<file path="src/rtl/pipe_stage_chain.sv">
// pipe_stage_chain: parametrised pipeline-register chain carrying a WIDTH-bit
// payload plus a valid bit through STAGES stages (stage 0 youngest).
// Each stage supports stall (hold with bubble insertion) and flush (squash
// younger stages). Optional performance counters are built only when the
// macro PIPE_STAGE_CHAIN_PERF_EN is defined; otherwise the ports read 0.
//
// Handshake: stage 0 captures in_data exactly in cycles where
// in_valid & in_ready; when in_ready is 0 the source must hold its payload.
// The output side has no ready: a payload retires in any cycle with
// out_valid & ~stall_req[STAGES-1], and the consumer samples out_data then.
module pipe_stage_chain #(
  parameter int STAGES = 4,
  parameter int WIDTH  = 64
) (
  input  logic                    clk,
  input  logic                    reset,
  input  logic                    in_valid,
  input  logic [WIDTH-1:0]        in_data,
  output logic                    in_ready,
  input  logic [STAGES-1:0]       stall_req,
  input  logic [STAGES-1:0]       flush_req,
  output logic [STAGES-1:0]       stage_valid,
  output logic [STAGES*WIDTH-1:0] stage_data,
  output logic                    out_valid,
  output logic [WIDTH-1:0]        out_data,
  output logic [31:0]             perf_stall_cnt,
  output logic [31:0]             perf_flush_cnt,
  output logic [31:0]             perf_retire_cnt
);

  logic [STAGES-1:0] valid_q;
  logic [WIDTH-1:0]  data_q [STAGES];
  logic [STAGES-1:0] stall_eff;
  logic [STAGES-1:0] kill;
  logic [STAGES-1:0] nxt_valid;
  logic [WIDTH-1:0]  nxt_data [STAGES];

  // A stall holds its stage and every younger one; a flush at k kills 0..k-1.
  always_comb begin
    logic acc_s;
    logic acc_k;
    acc_s = 1'b0;
    acc_k = 1'b0;
    stall_eff = '0;
    kill = '0;
    for (int i = STAGES - 1; i >= 0; i--) begin
      acc_s = acc_s | stall_req[i];
      stall_eff[i] = acc_s;
      kill[i] = acc_k;
      acc_k = acc_k | flush_req[i];
    end
  end

  assign in_ready = ~stall_eff[0] & ~(|flush_req);

  // Next-state for every stage; invalid stages always carry zero data.
  always_comb begin
    nxt_valid = '0;
    for (int i = 0; i < STAGES; i++) nxt_data[i] = '0;
    if (stall_eff[0]) begin
      nxt_valid[0] = valid_q[0] & ~kill[0];
      nxt_data[0]  = data_q[0];
    end else begin
      nxt_valid[0] = in_valid & ~(|flush_req);
      nxt_data[0]  = in_data;
    end
    for (int i = 1; i < STAGES; i++) begin
      if (stall_eff[i]) begin
        nxt_valid[i] = valid_q[i] & ~kill[i];
        nxt_data[i]  = data_q[i];
      end else begin
        // A stalled predecessor leaves a bubble in the first unstalled stage.
        nxt_valid[i] = valid_q[i-1] & ~kill[i-1] & ~stall_eff[i-1];
        nxt_data[i]  = data_q[i-1];
      end
    end
    for (int i = 0; i < STAGES; i++) begin
      if (!nxt_valid[i]) nxt_data[i] = '0;
    end
  end

  // Stage registers; reset overrides stall and flush.
  always_ff @(posedge clk) begin
    if (reset) begin
      valid_q <= '0;
      for (int i = 0; i < STAGES; i++) data_q[i] <= '0;
    end else begin
      valid_q <= nxt_valid;
      for (int i = 0; i < STAGES; i++) data_q[i] <= nxt_data[i];
    end
  end

  // Flatten the stage payloads onto the packed debug/observation bus.
  always_comb begin
    stage_data = '0;
    for (int i = 0; i < STAGES; i++) stage_data[i*WIDTH +: WIDTH] = data_q[i];
  end

  assign stage_valid = valid_q;
  assign out_valid   = valid_q[STAGES-1];
  assign out_data    = data_q[STAGES-1];

`ifdef PIPE_STAGE_CHAIN_PERF_EN
  logic retire;
  assign retire = valid_q[STAGES-1] & ~stall_req[STAGES-1];

  // Saturating event counters, cleared by reset.
  always_ff @(posedge clk) begin
    if (reset) begin
      perf_stall_cnt  <= '0;
      perf_flush_cnt  <= '0;
      perf_retire_cnt <= '0;
    end else begin
      if ((|stall_req) && (perf_stall_cnt != 32'hFFFF_FFFF))
        perf_stall_cnt <= perf_stall_cnt + 32'd1;
      if ((|flush_req) && (perf_flush_cnt != 32'hFFFF_FFFF))
        perf_flush_cnt <= perf_flush_cnt + 32'd1;
      if (retire && (perf_retire_cnt != 32'hFFFF_FFFF))
        perf_retire_cnt <= perf_retire_cnt + 32'd1;
    end
  end
`else
  assign perf_stall_cnt  = 32'd0;
  assign perf_flush_cnt  = 32'd0;
  assign perf_retire_cnt = 32'd0;
`endif

endmodule

</file>
<file path="config.mk">
export PLATFORM = sky130hd
export DESIGN_NAME = pipe_stage_chain
export DESIGN_NICKNAME = d
export VERILOG_FILES = /design/src/rtl/pipe_stage_chain.sv
export SDC_FILE = /design/constraint.sdc
export NUM_CORES = 1
export LEC_CHECK = 0
export ABC_CLOCK_PERIOD_IN_PS = 2600
export BUFFER_PORTS_ARGS = -buffer_cell sky130_fd_sc_hd__buf_2
export CORE_AREA = 3 3 194 196
export DETAILED_ROUTE_END_ITERATION = 8
export DIE_AREA = 0 0 197 199
export SYNTH_ARGS = -nofsm -noshare
export SYNTH_HDL_FRONTEND = slang
export SYNTH_SLANG_ARGS = --single-unit
export TNS_END_PERCENT = 20
</file>
<file path="constraint.sdc">
create_clock -name clk -period 2.6 [get_ports clk]
set_input_delay 0.13 -clock clk [delete_from_list [all_inputs] [get_ports clk]]
set_output_delay 0.13 -clock clk [all_outputs]
set_load 0.01 [all_outputs]
</file>
==> impl_metrics.py <==
metrics = {
    "run_status": {
        "run_status": "finished clean",
    },
    "yosys": {
        "synth-edff-count": 0,
        "seq_area_frac_synth_pct": 48.2,
        "ys.warnings.count": 0,
        "synth_most_common_cell": "sky130_fd_sc_hd__dfxtp_1",
        "mappedNetlistArea_um2": 10800,
        "avgSynthCellArea_um2": 9.68,
        "netlist.top_cell.by_area": "sky130_fd_sc_hd__dfxtp_1",
        "synth_cells": 1115,
        "synth.top_cells.by_count": "260 x sky130_fd_sc_hd__dfxtp_1, 192 x sky130_fd_sc_hd__mux2i_1, 169 x sky130_fd_sc_hd__buf_4, 129 x sky130_fd_sc_hd__nor3_1, 128 x sky130_fd_sc_hd__nand3_1",
        "synth_cell_type_count": 26,
        "yosys_register_bits": 260,
        "ys_async_sr_fraction_pct": 0,
        "postSynth.topFlopCell": "sky130_fd_sc_hd__dfxtp_1",
        "synth_top_area_share_pct": 48.2,
        "ys_top_cells_by_area": "sky130_fd_sc_hd__dfxtp_1 48%, sky130_fd_sc_hd__mux2i_1 18%, sky130_fd_sc_hd__buf_4 12%",
    },
    "place": {
        "preCtsSetupSlack_ns": 0.669,
        "port_bufs": 400,
        "post-place-cells": 1842,
        "finalWeightedCongestion": 0.731,
        "postPlaceCellArea_um2": 12400,
        "detailedPlacementHpwl_um": 22900,
    },
    "worst_setup_path": {
        "critPathMaxStageDelay_ns": 0.71,
        "critPathBufInv": 2,
        "cp.required_ns": 2.47,
        "cp-end-kind": "output port",
        "crit_fanout": 66,
        "crit_arrival_ns": 1.89,
        "startpoint": "stage_valid[0]$_SDFF_PP0_",
        "critical_path.startpoint_type": "register",
        "worst-setup-path-type": "register to output port",
        "cp_top_family": "buffers and inverters",
        "regToRegStartpoint": "stage_valid[2]$_SDFF_PP0_",
        "crit_chain": "buf_4, buf_2",
        "worst_path_cell_with_the_longest_stage_delay": "sky130_fd_sc_hd__buf_4",
    },
    "final_layout": {
        "post-route-util_pct": 38.4,
        "areaGrowthSynthToFinish_pct": 29.1,
        "finish.cell_count_without_fillers": 1959,
        "num-fill-cells": 3622,
        "design.final.nets": 1544,
        "stdcell_area_um2": 13900,
        "drive_gt1_share_pct": 31.7,
        "antenna_cells": 0,
    },
    "routing": {
        "dr_total_vias": 9027,
        "avgRoutedWirePerCell_um": 17.9,
        "totalWireLength_um": 35000,
        "drc": 0,
        "ant_nets": 0,
        "routed_via_density": 4.61,
        "first_iter_violations": 320,
        "drtPass1Iterations": 5,
    },
    "global_route": {
        "grt_usage_pct": 16.6,
        "first_global_vias": 8662,
        "overflow": 0,
        "grt_first_pass_wirelength_um": 51600,
        "antenna_found_initial": 1,
        "grt_max_degree": 130,
    },
    "sta": {
        "setup_slack_after_layout_ns": 0.581,
        "timing.final.setup_violations": 0,
        "clock_skew_ns": 0.0108,
        "hold_viol": 0,
        "timing.setup.tns_ns": 0,
        "period_needed_ns": 2.02,
        "slew-limit-headroom_pct": 40.9,
        "slew_viol_final": 0,
        "achievable_frequency_mhz": 495,
        "rsz0062_at_grt": "false",
        "timing.final.crit_share_pct": 77.7,
        "worstMarginPinSlew_ns": 0.887,
    },
    "floorplan": {
        "core.rowCount": 70,
        "dieWidth_um": 197,
        "core_area_um2": 36300,
        "num_io_pins": 497,
        "die_y_um": 199,
        "initial_utilization_pct": 29.8,
        "fp.dieArea_um2": 39200,
    },
    "hold_path": {
        "hold_start": "stall_req[0]",
        "worst_hold_path_type": "input port to register",
    },
    "cts": {
        "clkTransAtPathRegs_ns": 0.06,
        "root_buffer": "sky130_fd_sc_hd__clkbuf_16",
        "tritoncts": "yes",
        "cts.path.max_buffers": 3,
        "worst_skew_pair.late_latency_ns": 0.55,
        "tritoncts.num_buffers": 28,
        "cts_sinks": 260,
        "htree_levels": 1,
    },
    "power_and_ir_drop": {
        "power.static_leakage_uw": 0.00631,
        "vdd_ir_drop_max_mv": 0.440,
        "powerDensity_nw_per_um2": 603,
    },
    "job": {
        "timing.max_cap.violations": 0,
    },
}
## final cells by class
| cell class | count | area [um^2] | share of cell area (%) |
|---|---|---|---|
| Clock buffer | 41 | 801 | 5.75 |
| Tap cell | 468 | 586 | 4.20 |
| Clock inverter | 11 | 109 | 0.781 |
| Sequential cell | 260 | 5210 | 37.4 |
| Multi-Input combinational cell | 694 | 4340 | 31.2 |
| Timing Repair Buffer | 483 | 2880 | 20.7 |
| Inverter | 2 | 7.51 | 0.0539 |
## cell families after synthesis
family / count (synthesis) / share of synthesized area, %
other cells: 1 / 0.0347
simple gates: 338 / 15.2
mux: 192 / 17.8
buf+inv: 256 / 15.5
compound gates: 68 / 3.25
flops: 260 / 48.2
## flip-flops by register name (all words and copies together) (netlist names)
register and count:
data_q 256, stage_valid 4
## worst min-delay path, cell delays in order
cell                      delay, ns
sky130_fd_sc_hd__buf_2         0.12
sky130_fd_sc_hd__nor4_4        0.06
sky130_fd_sc_hd__buf_12        0.21
sky130_fd_sc_hd__nand2_1       0.09
sky130_fd_sc_hd__a21oi_1       0.06
## per-layer routing
metal  wire length, um  global-route usage [%]  share of wire, %  vias up
met3              1920                    2.32               5.5       47
li1                  -                       -                 -     4315
met5                 0                       0                 0        -
met1             14600                    20.2                42     4321
met4               862                    5.17               2.5        0
met2             17600                    30.3                50      344
## power breakdown
part | switching [uW] | internal (uW) | leakage (uW) | total [uW]
Sequential | 0.460 | 3980 | 0.00209 | 3980
Combinational | 285 | 182 | 0.00376 | 468
Clock | 1620 | 2330 | 0.000453 | 3950
Total | 1900 | 6500 | 0.00631 | 8400
## path summary, 6_finish.rpt
kind	to	slack, ns	cells past startpoint
worst min register to register	data_q[0][50]$_SDFFE_PP0P_	0.48	2
worst max-delay path	stage_valid[0]	0.58	2
worst max register to register	data_q[3][14]$_SDFFE_PP0N_	0.72	4
worst min-delay path	stage_valid[0]$_SDFF_PP0_	0.18	5
## cells in the final DEF, fill, tap and decap left out, drive strengths merged
cell / netlist / final
dfxtp: 260 / 260
nand2b: 1 / 1
nor2b: 1 / 1
nand3: 128 / 128
bufinv: 0 / 2
or4: 1 / 1
nor3: 130 / 130
conb: 1 / 96
nor4: 1 / 1
or3: 1 / 1
clkinv: 0 / 9
nor3b: 1 / 1
a21o: 1 / 1
nor2: 68 / 68
mux2i: 192 / 192
a32oi: 2 / 2
or4b: 1 / 1
inv: 2 / 2
a21oi: 65 / 65
buf: 212 / 418
or2: 1 / 1
clkbuf: 42 / 41
dlygate4sd3: 0 / 65
nand2: 4 / 4
## through the flow
stage / hold WS, ns / total power (uW)
final: 0.183 / 8400
after CTS: 0.171 / 8500
after global routing: 0.209 / 8690
after global placement: 0.384 / 4460
after detailed placement: 0.388 / 4460
after floorplan: 0.278 / 4430
## timing repair
item / in CTS / in global routing
resized for setup: 0 / 0
hold buffers: 65 / 0
hold endpoints to repair: 65 / 0
setup buffers: 0 / 0
(Power assumes the default switching activity.)
